## src/rtl/jtcop_obj_pkg.sv

```systemverilog
// Shared definitions for the object-table DMA: table geometry and the
// copy state machine encoding.
package jtcop_obj_pkg;

    localparam int OBJ_AW    = 10;
    localparam int OBJ_DW    = 16;
    localparam int OBJ_WORDS = 2 ** OBJ_AW;

    typedef enum logic [1:0] {
        IDLE  = 2'd0,
        READ  = 2'd1,
        DRAIN = 2'd2
    } obj_dma_state_t;

endpackage

```

## src/rtl/jtcop_obj_dma.sv

```systemverilog
// Object-table DMA. On a rising edge of obj_copy it streams every word of the
// CPU-side object RAM (read port 1) into the sprite engine's private table,
// so the renderer scans a stable snapshot while the CPU keeps writing.
//
// Optional build macro JTCOP_OBJ_DMA_BANK_EN: double-buffers the sprite
// table. tbl_addr gains a bank MSB, each copy fills the bank the renderer is
// not reading, and tbl_bank flips together with done.
//
// Handshake: there is no back-pressure. obj_copy is a level; its rising edge
// requests one copy. busy is high from the clk after the request until done.
// Requests seen while busy (including the clk that ends the copy) collapse
// into a single pending copy that starts right after done. tbl_we is a
// one-clk write strobe qualifying tbl_addr/tbl_din, never high outside a copy.
module jtcop_obj_dma
    import jtcop_obj_pkg::*;
#(
    parameter int AW = OBJ_AW,
    parameter int DW = OBJ_DW
) (
    input  logic          clk,
    input  logic          rst_n,
    input  logic          obj_copy,
    output logic [AW-1:0] ram_addr,
    input  logic [DW-1:0] ram_dout,
`ifdef JTCOP_OBJ_DMA_BANK_EN
    output logic [AW:0]   tbl_addr,
    output logic          tbl_bank,
`else
    output logic [AW-1:0] tbl_addr,
`endif
    output logic [DW-1:0] tbl_din,
    output logic          tbl_we,
    output logic          busy,
    output logic          done,
    output logic [1:0]    dbg_state
);

    obj_dma_state_t state, state_next;

    logic          obj_copy_l;
    logic          copy_edge;
    logic          pending;
    logic          start;
    logic          finish;
    logic          rd_valid;
    logic [AW-1:0] rd_addr;

    assign copy_edge = obj_copy & ~obj_copy_l;
    assign dbg_state = state;

    // Next-state decode plus the start/finish strobes used by the datapath.
    always_comb begin
        state_next = state;
        start      = 1'b0;
        finish     = 1'b0;
        case (state)
            IDLE: begin
                if (copy_edge || pending) begin
                    state_next = READ;
                    start      = 1'b1;
                end
            end
            READ: begin
                // The last address is out; only the pipeline remains to empty.
                if (ram_addr == {AW{1'b1}}) begin
                    state_next = DRAIN;
                end
            end
            DRAIN: begin
                // Exit once the final word has left the read pipeline.
                if (!rd_valid) begin
                    state_next = IDLE;
                    finish     = 1'b1;
                end
            end
            default: begin
                state_next = IDLE;
            end
        endcase
    end

    // State register.
    always_ff @(posedge clk or negedge rst_n) begin
        if (!rst_n) begin
            state <= IDLE;
        end else begin
            state <= state_next;
        end
    end

    // Request edge detection and the single-entry pending flag.
    always_ff @(posedge clk or negedge rst_n) begin
        if (!rst_n) begin
            obj_copy_l <= 1'b0;
            pending    <= 1'b0;
        end else begin
            obj_copy_l <= obj_copy;
            if (start) begin
                pending <= 1'b0;
            end else if (copy_edge && state != IDLE) begin
                pending <= 1'b1;
            end
        end
    end

    // Read address counter; parks at all-ones rather than wrapping.
    always_ff @(posedge clk or negedge rst_n) begin
        if (!rst_n) begin
            ram_addr <= '0;
        end else if (start) begin
            ram_addr <= '0;
        end else if (state == READ && ram_addr != {AW{1'b1}}) begin
            ram_addr <= ram_addr + 1'b1;
        end
    end

    // One-deep pipeline matching the synchronous RAM read latency.
    always_ff @(posedge clk or negedge rst_n) begin
        if (!rst_n) begin
            rd_valid <= 1'b0;
            rd_addr  <= '0;
        end else begin
            rd_valid <= (state == READ);
            rd_addr  <= ram_addr;
        end
    end

    // Table write port: the word read last clk lands at its own address.
    always_ff @(posedge clk or negedge rst_n) begin
        if (!rst_n) begin
            tbl_we   <= 1'b0;
            tbl_addr <= '0;
            tbl_din  <= '0;
        end else begin
            tbl_we <= rd_valid;
            if (rd_valid) begin
`ifdef JTCOP_OBJ_DMA_BANK_EN
                tbl_addr <= {~tbl_bank, rd_addr};
`else
                tbl_addr <= rd_addr;
`endif
                tbl_din  <= ram_dout;
            end
        end
    end

    // Copy status: busy across the copy, done for one clk at its end.
    always_ff @(posedge clk or negedge rst_n) begin
        if (!rst_n) begin
            busy <= 1'b0;
            done <= 1'b0;
        end else begin
            done <= finish;
            if (start) begin
                busy <= 1'b1;
            end else if (finish) begin
                busy <= 1'b0;
            end
        end
    end

`ifdef JTCOP_OBJ_DMA_BANK_EN
    // Hand the freshly written bank to the renderer as the copy completes.
    always_ff @(posedge clk or negedge rst_n) begin
        if (!rst_n) begin
            tbl_bank <= 1'b0;
        end else if (finish) begin
            tbl_bank <= ~tbl_bank;
        end
    end
`endif

endmodule

```

## config.mk

```make
export PLATFORM = sky130hd
export DESIGN_NAME = jtcop_obj_dma
export DESIGN_NICKNAME = d
export VERILOG_FILES = /design/src/rtl/jtcop_obj_pkg.sv /design/src/rtl/jtcop_obj_dma.sv
export SDC_FILE = /design/constraint.sdc
export NUM_CORES = 1
export LEC_CHECK = 0
export BUFFER_PORTS_ARGS = -buffer_cell sky130_fd_sc_hd__buf_2
export CAP_MARGIN = 5
export CELL_PAD_IN_SITES_DETAIL_PLACEMENT = 1
export CELL_PAD_IN_SITES_GLOBAL_PLACEMENT = 1
export CORE_UTILIZATION = 40
export DETAILED_ROUTE_END_ITERATION = 8
export GPL_ROUTABILITY_DRIVEN = 0
export GPL_TIMING_DRIVEN = 0
export PLACE_DENSITY_LB_ADDON = 0.15
export SLEW_MARGIN = 20
export SYNTH_ARGS = -nofsm -noshare
export SYNTH_HDL_FRONTEND = slang
export SYNTH_SLANG_ARGS = --single-unit
```

## constraint.sdc

```tcl
create_clock -name clk -period 2 [get_ports clk]
set_clock_uncertainty 0.2 [all_clocks]
set_input_delay 0.1 -clock clk [delete_from_list [all_inputs] [get_ports clk]]
set_output_delay 0.1 -clock clk [all_outputs]
set_load 0.01 [all_outputs]
```

==> results.sh, run 1 <==
export IMPL_outcome="finished, final reports clean"
export IMPL_worstHoldPathType="primary input to asynchronous set/reset pin"
export IMPL_tightest_slew_ns=0.660
export IMPL_maxCapViolCount=0
export IMPL_synth_distinct_cells=33
export IMPL_antenna_found_initial=0
export IMPL_wirelength_mm=4.37
export IMPL_place_detailed_hpwl_mm=3.00
export IMPL_crit_required_ns=1.97
export IMPL_ys_seq_area_frac=0.659
export IMPL_ys_ff_latch=54
export IMPL_yosysMostFrequentCell="dfrtp_1"
export IMPL_worst_path_max_fanout=6
export IMPL_async_flop_share=1.00
export IMPL_grt_max_degree=55
export IMPL_cts_setup_buffers=0
export IMPL_fmax_mhz=557
export IMPL_syn_nets=163
export IMPL_dieArea_um2=5420
export IMPL_worstSkewPairLatency_ns=0.30
export IMPL_netlist_area_um2=2050
export IMPL_area_growth_pct=33.1
export IMPL_swShare=0.343
export IMPL_synth_common_cells="dfrtp_1, mux2_2, nor2_1"
export IMPL_ys_warn_count=0
export IMPL_route_detailed_drc=0
export IMPL_slew_headroom=0.560
export IMPL_placed_area_um2=2430
export IMPL_dr_total_vias=1433
export IMPL_fillers=504
export IMPL_coreArea_um2=4820
export IMPL_period_share=0.897
export IMPL_postSynthAreaPerCell_um2=14.3
export IMPL_grt_use_total=0.177
export IMPL_cp_start_kind="flip-flop"
export IMPL_initial_core_util=0.426
export IMPL_seqPwrFrac=0.482
export IMPL_yosys_area_top_type="dfrtp_1"
export IMPL_layout_drive_gt1_share=0.461
export IMPL_grt_pass1_wl_mm=7.04
export IMPL_hold_viol_final=0
export IMPL_cts_tree="yes"
export IMPL_comb_power_share=0.319
export IMPL_synth_top_flop_cell="dfrtp_1"
export IMPL_htreeDepth=2
export IMPL_cts_buffer_depth=2
export IMPL_fp_row_count=25
export IMPL_numCtsBuffers=5
export IMPL_slew_viol_final=0
export IMPL_synth_edf_count=0
export IMPL_fp_dieW_um=73.6
export IMPL_power_density_nw_per_um2=1340
export IMPL_numPortBuffers=59
export IMPL_clk_pin_slew_ns=0.10
export IMPL_power_net_switching_mw=1.25
export IMPL_clock_sinks=54
export IMPL_synth_top_area_frac=0.659
export IMPL_p_int_mw=2.40
export IMPL_ios=60
export IMPL_grt_pass1_vias=1514
export IMPL_die_h_um=73.6
export IMPL_finalSetupTns_ns=0
export IMPL_netlist_instances=143
export IMPL_clockPowerShare=0.198
export IMPL_cts_root_buf="clkbuf_8"
export IMPL_via_per_inst=4.86
export IMPL_synth_area_leaders="dfrtp_1, mux2_2, a21oi_1, nor2_1, nor3_1"
export IMPL_first_iter_violations=40
export IMPL_nets=247
export IMPL_end_kind="flip-flop"
export IMPL_diodes=0
export IMPL_detail_route_wl_per_cell_um=14.8
export IMPL_p_leak_nw=1.27
export IMPL_period_needed_ns=1.79
export IMPL_max_vdd_ir_drop_v=0.000654
export IMPL_drt_pass1_iter_count=4
export IMPL_antenna_left=0
export IMPL_overflow=0
export IMPL_design_area_um2=2730
export IMPL_rsz0062_at_grt="false"
export IMPL_cp_data_arrival_time_ns=1.77
export IMPL_setup_viol_count_final=0
export IMPL_critical_path_class="flip-flop to flip-flop"
-- area by class of cell --
type	instances	area, µm²	area share
clock inverters	3	45.0	0.0165
inverters	5	23.8	0.00871
multi-input cells	81	663	0.243
plain buffers	3	15.0	0.00550
clock buffers	5	68.8	0.0252
flip-flops and latches	54	1350	0.495
repair buffers	77	478	0.175
well taps	67	83.8	0.0307
-- kinds of logic (layout without fill, tap and decap cells) --
family / count (synthesis) / after routing / synth area share
compound gates: 15 / 15 / 0.0513
fa+ha+maj: 1 / 1 / 0.00610
simple gates: 36 / 36 / 0.108
flops: 54 / 54 / 0.659
xor+xnor: 1 / 1 / 0.00427
buf+inv: 8 / 93 / 0.0189
mux: 28 / 28 / 0.153
-- critical path, stage by stage (launching register included) --
cell     delay (ns)
dfrtp_1        0.44
ha_1           0.31
nand3_1        0.22
nor2_2         0.23
and4b_1        0.22
nor3_1         0.05
-- repair_timing --
action | 4_1_cts | 5_1_grt
hold buffers | 18 | 0
gates resized for setup | 0 | 1
setup endpoints to repair | 0 | 1
hold endpoints to repair | 71 | 0
-- worst paths after layout --
path	start	slack, ns	end	cells after the start
worst max-delay path	ram_addr[0]	0.21	ram_addr[8]	5
worst min-delay path	rst_n	0.17	tbl_din[6]	2
worst max register to register	ram_addr[0]	0.21	ram_addr[8]	5
worst min register to register	rd_valid	0.18	tbl_we	0
max in group asynchronous	rst_n	1.00	done	2
min in group clk	rd_valid	0.18	tbl_we	0
-- metrics by stage --
stage	worst slack (ns)	power [mW]	utilization	cells	hold slack [ns]
final	0.206	3.66	0.566	295	0.171
after global routing	0.0793	3.92	0.566	295	0.201
after CTS	0.121	3.71	0.565	295	0.187
after detailed placement	0.135	2.95	0.504	269	0.0239
after global placement	0.207	2.86	0.504	269	0.0199
after floorplan	0.373	2.43	-	143	-0.396
-- cell usage in the layout (no fill, tap or decap), types with 2 or more instances in the layout --
| master | count |
|---|---|
| buf_2 | 61 |
| dfrtp_1 | 54 |
| mux2_2 | 26 |
| dlygate4sd3_1 | 18 |
| nor2_1 | 7 |
| nand2_1 | 6 |
| a21oi_1 | 6 |
| nor3_1 | 5 |
| clkbuf_8 | 5 |
| nand3_1 | 4 |
| inv_1 | 4 |
| and3_1 | 3 |
| mux2i_1 | 2 |
| clkinvlp_4 | 2 |
-- power by group through the flow --
stage | clock network, mW | registers (mW) | logic (mW)
floorplan | 0 | 1.85 | 0.576
detailed placement | 0 | 1.80 | 1.15
global route | 0.791 | 1.83 | 1.30
finish | 0.726 | 1.76 | 1.17
global placement | 0 | 1.76 | 1.10
CTS | 0.747 | 1.77 | 1.19
-- state kept, by name, indices dropped and copies added, names as in the netlist --
register,count
rd_valid,1
tbl_we,1
ram_addr,10
obj_copy_l,1
tbl_din,16
pending,1
busy,1
tbl_addr,10
done,1
rd_addr,10
dbg_state,2
-- per-layer routing --
layer,up-vias,track usage,share of wire
met2,40,0.316,0.54
met1,713,0.205,0.41
met3,5,0.0508,0.043
met4,0,0.0513,0.012
met5,-,0,0
li1,675,-,-
Power figures use the tool's default switching activity.
==> inputs of run 2 (changes only) <==
--- a/config.mk
+++ b/config.mk
@@ -14,6 +14,7 @@
 export GPL_ROUTABILITY_DRIVEN = 0
 export GPL_TIMING_DRIVEN = 0
 export PLACE_DENSITY_LB_ADDON = 0.15
+export REMOVE_ABC_BUFFERS = 1
 export SLEW_MARGIN = 20
 export SYNTH_ARGS = -nofsm -noshare
 export SYNTH_HDL_FRONTEND = slang
==> results.sh, run 2 (synthesis results as in run 1) <==
export IMPL_cts_setup_buffers=0
export IMPL_r2r_worst_path_cells=5
export IMPL_r2r_start="ram_addr[0]"
export IMPL_critPathMaxStageDelay_ns=0.45
export IMPL_ios=60
export IMPL_via_per_inst=4.97
export IMPL_critical_path_class="flip-flop to flip-flop"
export IMPL_cp_start_kind="flip-flop"
export IMPL_outcome="finished, final reports clean"
export IMPL_largest_reg_flops=16
export IMPL_slew_viol_final=0
export IMPL_cp_data_arrival_time_ns=1.74
export IMPL_period_share=0.890
export IMPL_grt_max_degree=36
export IMPL_r2r_slack_ns=0.22
export IMPL_grt_use_total=0.187
export IMPL_maxCapViolCount=0
export IMPL_placed_cells=267
export IMPL_antenna_left=0
export IMPL_power_net_switching_mw=1.24
export IMPL_instances_no_fill=293
export IMPL_p_total_mw=3.64
export IMPL_max_vdd_ir_drop_v=0.000534
export IMPL_place_ws_ns=0.0860
export IMPL_clock_sinks=54
export IMPL_nets=245
export IMPL_swShare=0.340
export IMPL_critPathLaunch="ram_addr[0]"
export IMPL_htreeDepth=2
export IMPL_comb_power_share=0.308
export IMPL_wirelength_mm=4.45
export IMPL_seqPwrFrac=0.500
export IMPL_power_density_nw_per_um2=1330
export IMPL_antenna_found_initial=0
export IMPL_die_h_um=73.6
export IMPL_regArea_um2=1350
export IMPL_worst_path_buf_inv=0
export IMPL_worst_path_max_fanout=6
export IMPL_cts_buffer_depth=2
export IMPL_overflow=0
export IMPL_area_growth_pct=33.0
export IMPL_dieArea_um2=5420
export IMPL_numPortBuffers=59
export IMPL_dr_total_vias=1455
export IMPL_period_needed_ns=1.78
export IMPL_r2r_end="ram_addr[8]"
export IMPL_numCtsBuffers=5
export IMPL_setup_worst_path_end="ram_addr[8]"
export IMPL_whs_ns=0.0870
export IMPL_place_detailed_hpwl_mm=3.14
export IMPL_utilization=0.566
export IMPL_final_cell_mix="buf_2, dfrtp_1, mux2_2"
export IMPL_setup_viol_count_final=0
export IMPL_grt_pass1_wl_mm=7.40
export IMPL_p_int_mw=2.40
export IMPL_clockPowerShare=0.193
export IMPL_coreArea_um2=4820
export IMPL_fillers=525
export IMPL_worstSkewPairLatency_ns=0.30
export IMPL_route_detailed_drc=0
export IMPL_tightest_slew_ns=0.644
export IMPL_first_iter_violations=16
export IMPL_cp_top_family="simple AND/OR/NAND/NOR gates"
export IMPL_cts_tree="yes"
export IMPL_fp_dieW_um=73.6
export IMPL_final_setup_worst_slack_ns=0.219
export IMPL_fmax_mhz=562
export IMPL_crit_chain="ha_2, nand3_1, nor2_2, and4b_1, nor3_1"
export IMPL_design_area_um2=2730
export IMPL_cts_root_buf="clkbuf_8"
export IMPL_initial_core_util=0.426
export IMPL_grt_pass1_vias=1516
export IMPL_clk_pin_slew_ns=0.09
export IMPL_fp_row_count=25
export IMPL_multi_input_area_um2=666
export IMPL_drt_pass1_iter_count=4
export IMPL_hold_viol_final=0
export IMPL_largest_register="tbl_din"
export IMPL_slew_headroom=0.571
export IMPL_cp_slowest_cell="dfrtp_1"
export IMPL_worstHoldPathType="primary input to asynchronous set/reset pin"
export IMPL_detail_route_wl_per_cell_um=15.2
export IMPL_finalSetupTns_ns=0
export IMPL_crit_required_ns=1.96
export IMPL_p_leak_nw=1.27
export IMPL_final_common_cell="buf_2"
export IMPL_placed_area_um2=2430
export IMPL_diodes=0
export IMPL_layout_drive_gt1_share=0.456
export IMPL_worst_path_stages=5
export IMPL_rsz0062_at_grt="false"
export IMPL_end_kind="flip-flop"
## run 2: layout make-up
cell class              count  share of cell area
clock buffers               7              0.0280
multi-input cells          81               0.244
clock inverters             1              0.0110
well taps                  67              0.0307
flip-flops and latches     54               0.496
repair buffers             78               0.182
inverters                   5             0.00872
## run 2: metal layers
layer | GRT usage | up-vias | routed length (µm)
li1 | - | 679 | -
met1 | 0.205 | 732 | 1820
met2 | 0.335 | 37 | 2390
met3 | 0.0494 | 7 | 180
met4 | 0.0855 | 0 | 68
met5 | 0 | - | 0
## run 2: what timing repair did
item | in CTS | in global routing
setup endpoints to repair | 0 | 2
hold buffers | 18 | 0
hold endpoints to repair | 71 | 0
resized for setup | 0 | 2
## run 2: worst min-delay path by stage
stage                 endpoint  slack [ns]  cells after the start  startpoint
floorplan                 busy       -0.40                      0       rst_n
global placement    obj_copy_l        0.02                      1    obj_copy
detailed placement  tbl_din[8]       -0.12                      1       rst_n
CTS                 tbl_din[8]        0.09                      2       rst_n
global route        tbl_din[7]        0.11                      2       rst_n
finish              tbl_din[7]        0.09                      2       rst_n
## run 2: power groups by stage
stage / combinational [mW] / sequential [mW] / clock [mW]
after detailed placement: 1.10 / 1.85 / 0
final: 1.12 / 1.82 / 0.701
after global placement: 1.03 / 1.80 / 0
after floorplan: 0.527 / 1.89 / 0
after global routing: 1.23 / 1.89 / 0.772
after CTS: 1.14 / 1.83 / 0.726
## run 2: worst register-to-register path, cell delays in order (launching register included)
cell	delay, ns
dfrtp_1	0.45
ha_2	0.29
nand3_1	0.21
nor2_2	0.24
and4b_1	0.21
nor3_1	0.05
==> inputs of run 3 (changes only) <==
--- a/config.mk
+++ b/config.mk
@@ -9,11 +9,11 @@
 export CAP_MARGIN = 5
 export CELL_PAD_IN_SITES_DETAIL_PLACEMENT = 1
 export CELL_PAD_IN_SITES_GLOBAL_PLACEMENT = 1
-export CORE_UTILIZATION = 40
+export CORE_UTILIZATION = 30
 export DETAILED_ROUTE_END_ITERATION = 8
 export GPL_ROUTABILITY_DRIVEN = 0
 export GPL_TIMING_DRIVEN = 0
-export PLACE_DENSITY_LB_ADDON = 0.15
+export PLACE_DENSITY_LB_ADDON = 0.1
 export REMOVE_ABC_BUFFERS = 1
 export SLEW_MARGIN = 20
 export SYNTH_ARGS = -nofsm -noshare
==> results.sh, run 3 (synthesis results as in run 1) <==
export IMPL_outcome="finished, final reports clean"
export IMPL_p_total_mw=3.52
export IMPL_setup_viol_count_final=0
export IMPL_whs_ns=0.154
export IMPL_slew_headroom=0.547
export IMPL_die_h_um=84.7
export IMPL_tightest_slew_ns=0.680
export IMPL_initial_core_util=0.318
export IMPL_grt_use_total=0.138
export IMPL_worstSkewPairLatency_ns=0.31
export IMPL_max_vdd_ir_drop_v=0.000425
export IMPL_coreArea_um2=6460
export IMPL_largest_register="tbl_din"
export IMPL_p_leak_nw=1.26
export IMPL_period_share=0.902
export IMPL_fp_dieW_um=84.7
export IMPL_overflow=0
export IMPL_critical_path_class="flip-flop to flip-flop"
export IMPL_grt_pass1_vias=1506
export IMPL_crit_required_ns=1.98
export IMPL_final_cell_mix="buf_2, dfrtp_1, mux2_2"
export IMPL_diodes=0
export IMPL_end_kind="flip-flop"
export IMPL_worstHoldPathType="primary input to asynchronous set/reset pin"
export IMPL_place_detailed_hpwl_mm=3.10
export IMPL_grt_pass1_wl_mm=7.52
export IMPL_grt_max_degree=55
export IMPL_cts_buffer_depth=2
export IMPL_cp_data_arrival_time_ns=1.79
export IMPL_final_common_cell="buf_2"
export IMPL_layout_drive_gt1_share=0.458
export IMPL_clk_pin_slew_ns=0.10
export IMPL_slew_viol_final=0
export IMPL_rsz0062_at_grt="false"
export IMPL_dieArea_um2=7170
export IMPL_htreeDepth=2
export IMPL_finalSetupTns_ns=0
export IMPL_first_iter_violations=66
export IMPL_numCtsBuffers=5
export IMPL_cp_start_kind="flip-flop"
export IMPL_hold_viol_final=0
export IMPL_maxCapViolCount=0
export IMPL_detail_route_wl_per_cell_um=15.1
export IMPL_power_density_nw_per_um2=1300
export IMPL_dr_total_vias=1427
export IMPL_wirelength_mm=4.55
export IMPL_largest_reg_flops=16
export IMPL_fp_row_count=29
export IMPL_cts_root_buf="clkbuf_8"
export IMPL_ios=60
export IMPL_antenna_found_initial=0
export IMPL_drt_pass1_iter_count=5
export IMPL_numPortBuffers=59
export IMPL_worst_path_max_fanout=6
export IMPL_antenna_left=0
export IMPL_fmax_mhz=554
export IMPL_area_growth_pct=31.8
export IMPL_via_per_inst=4.73
export IMPL_route_detailed_drc=0
export IMPL_clock_sinks=54
export IMPL_nets=244
export IMPL_period_needed_ns=1.80
export IMPL_cts_setup_buffers=0
export IMPL_r2r_slack_ns=0.20
export IMPL_cts_tree="yes"
[run 3: final timing paths]
check	startpoint	endpoint	cells after the start
min reg2reg	ram_addr[1]	rd_addr[1]	0
min	rst_n	tbl_din[13]	2
max reg2reg	ram_addr[0]	ram_addr[8]	5
min in group clk	obj_copy	obj_copy_l	2
max in group asynchronous	rst_n	rd_valid	2
max	ram_addr[0]	ram_addr[8]	5
[run 3: area by class of cell]
cell class | instances | area (µm²)
multi-input cells | 81 | 663
clock buffers | 5 | 68.8
well taps | 77 | 96.3
inverters | 5 | 23.8
clock inverters | 3 | 21.3
flip-flops and latches | 54 | 1350
fillers | 688 | 3750
repair buffers | 77 | 478
[run 3: critical path, stage by stage (launching register included)]
cell	delay (ns)
dfrtp_1	0.44
ha_1	0.31
nand3_1	0.22
nor2_2	0.24
and4b_1	0.22
nor3_1	0.05
[run 3: per-stage QoR]
| stage | util | cell area, µm² | std cells | worst slack, ns |
|---|---|---|---|---|
| floorplan | - | 2040 | 140 | 0.373 |
| global placement | 0.376 | 2430 | 276 | 0.107 |
| detailed placement | 0.376 | 2430 | 276 | 0.110 |
| CTS | 0.418 | 2700 | 302 | 0.103 |
| global route | 0.419 | 2700 | 302 | 0.0568 |
| finish | 0.419 | 2700 | 302 | 0.195 |
[run 3: routing by layer]
| metal | global-route usage | up-vias | wire length [µm] |
|---|---|---|---|
| met1 | 0.165 | 708 | 1900 |
| met4 | 0.0647 | 0 | 113 |
| met5 | 0 | - | 0 |
| li1 | - | 669 | - |
| met2 | 0.235 | 39 | 2350 |
| met3 | 0.0334 | 11 | 183 |
[run 3: timing repair]
item | CTS | global route
endpoints found under the hold margin | 71 | 0
resized for setup | 0 | 1
endpoints found under the setup margin | 0 | 2
hold buffers | 18 | 0
[run 3: where the power goes]
part           internal, mW  switching (mW)  leakage, nW
logic                 0.553           0.550        0.588
clock network         0.247           0.360       0.0441
registers              1.47           0.348        0.627
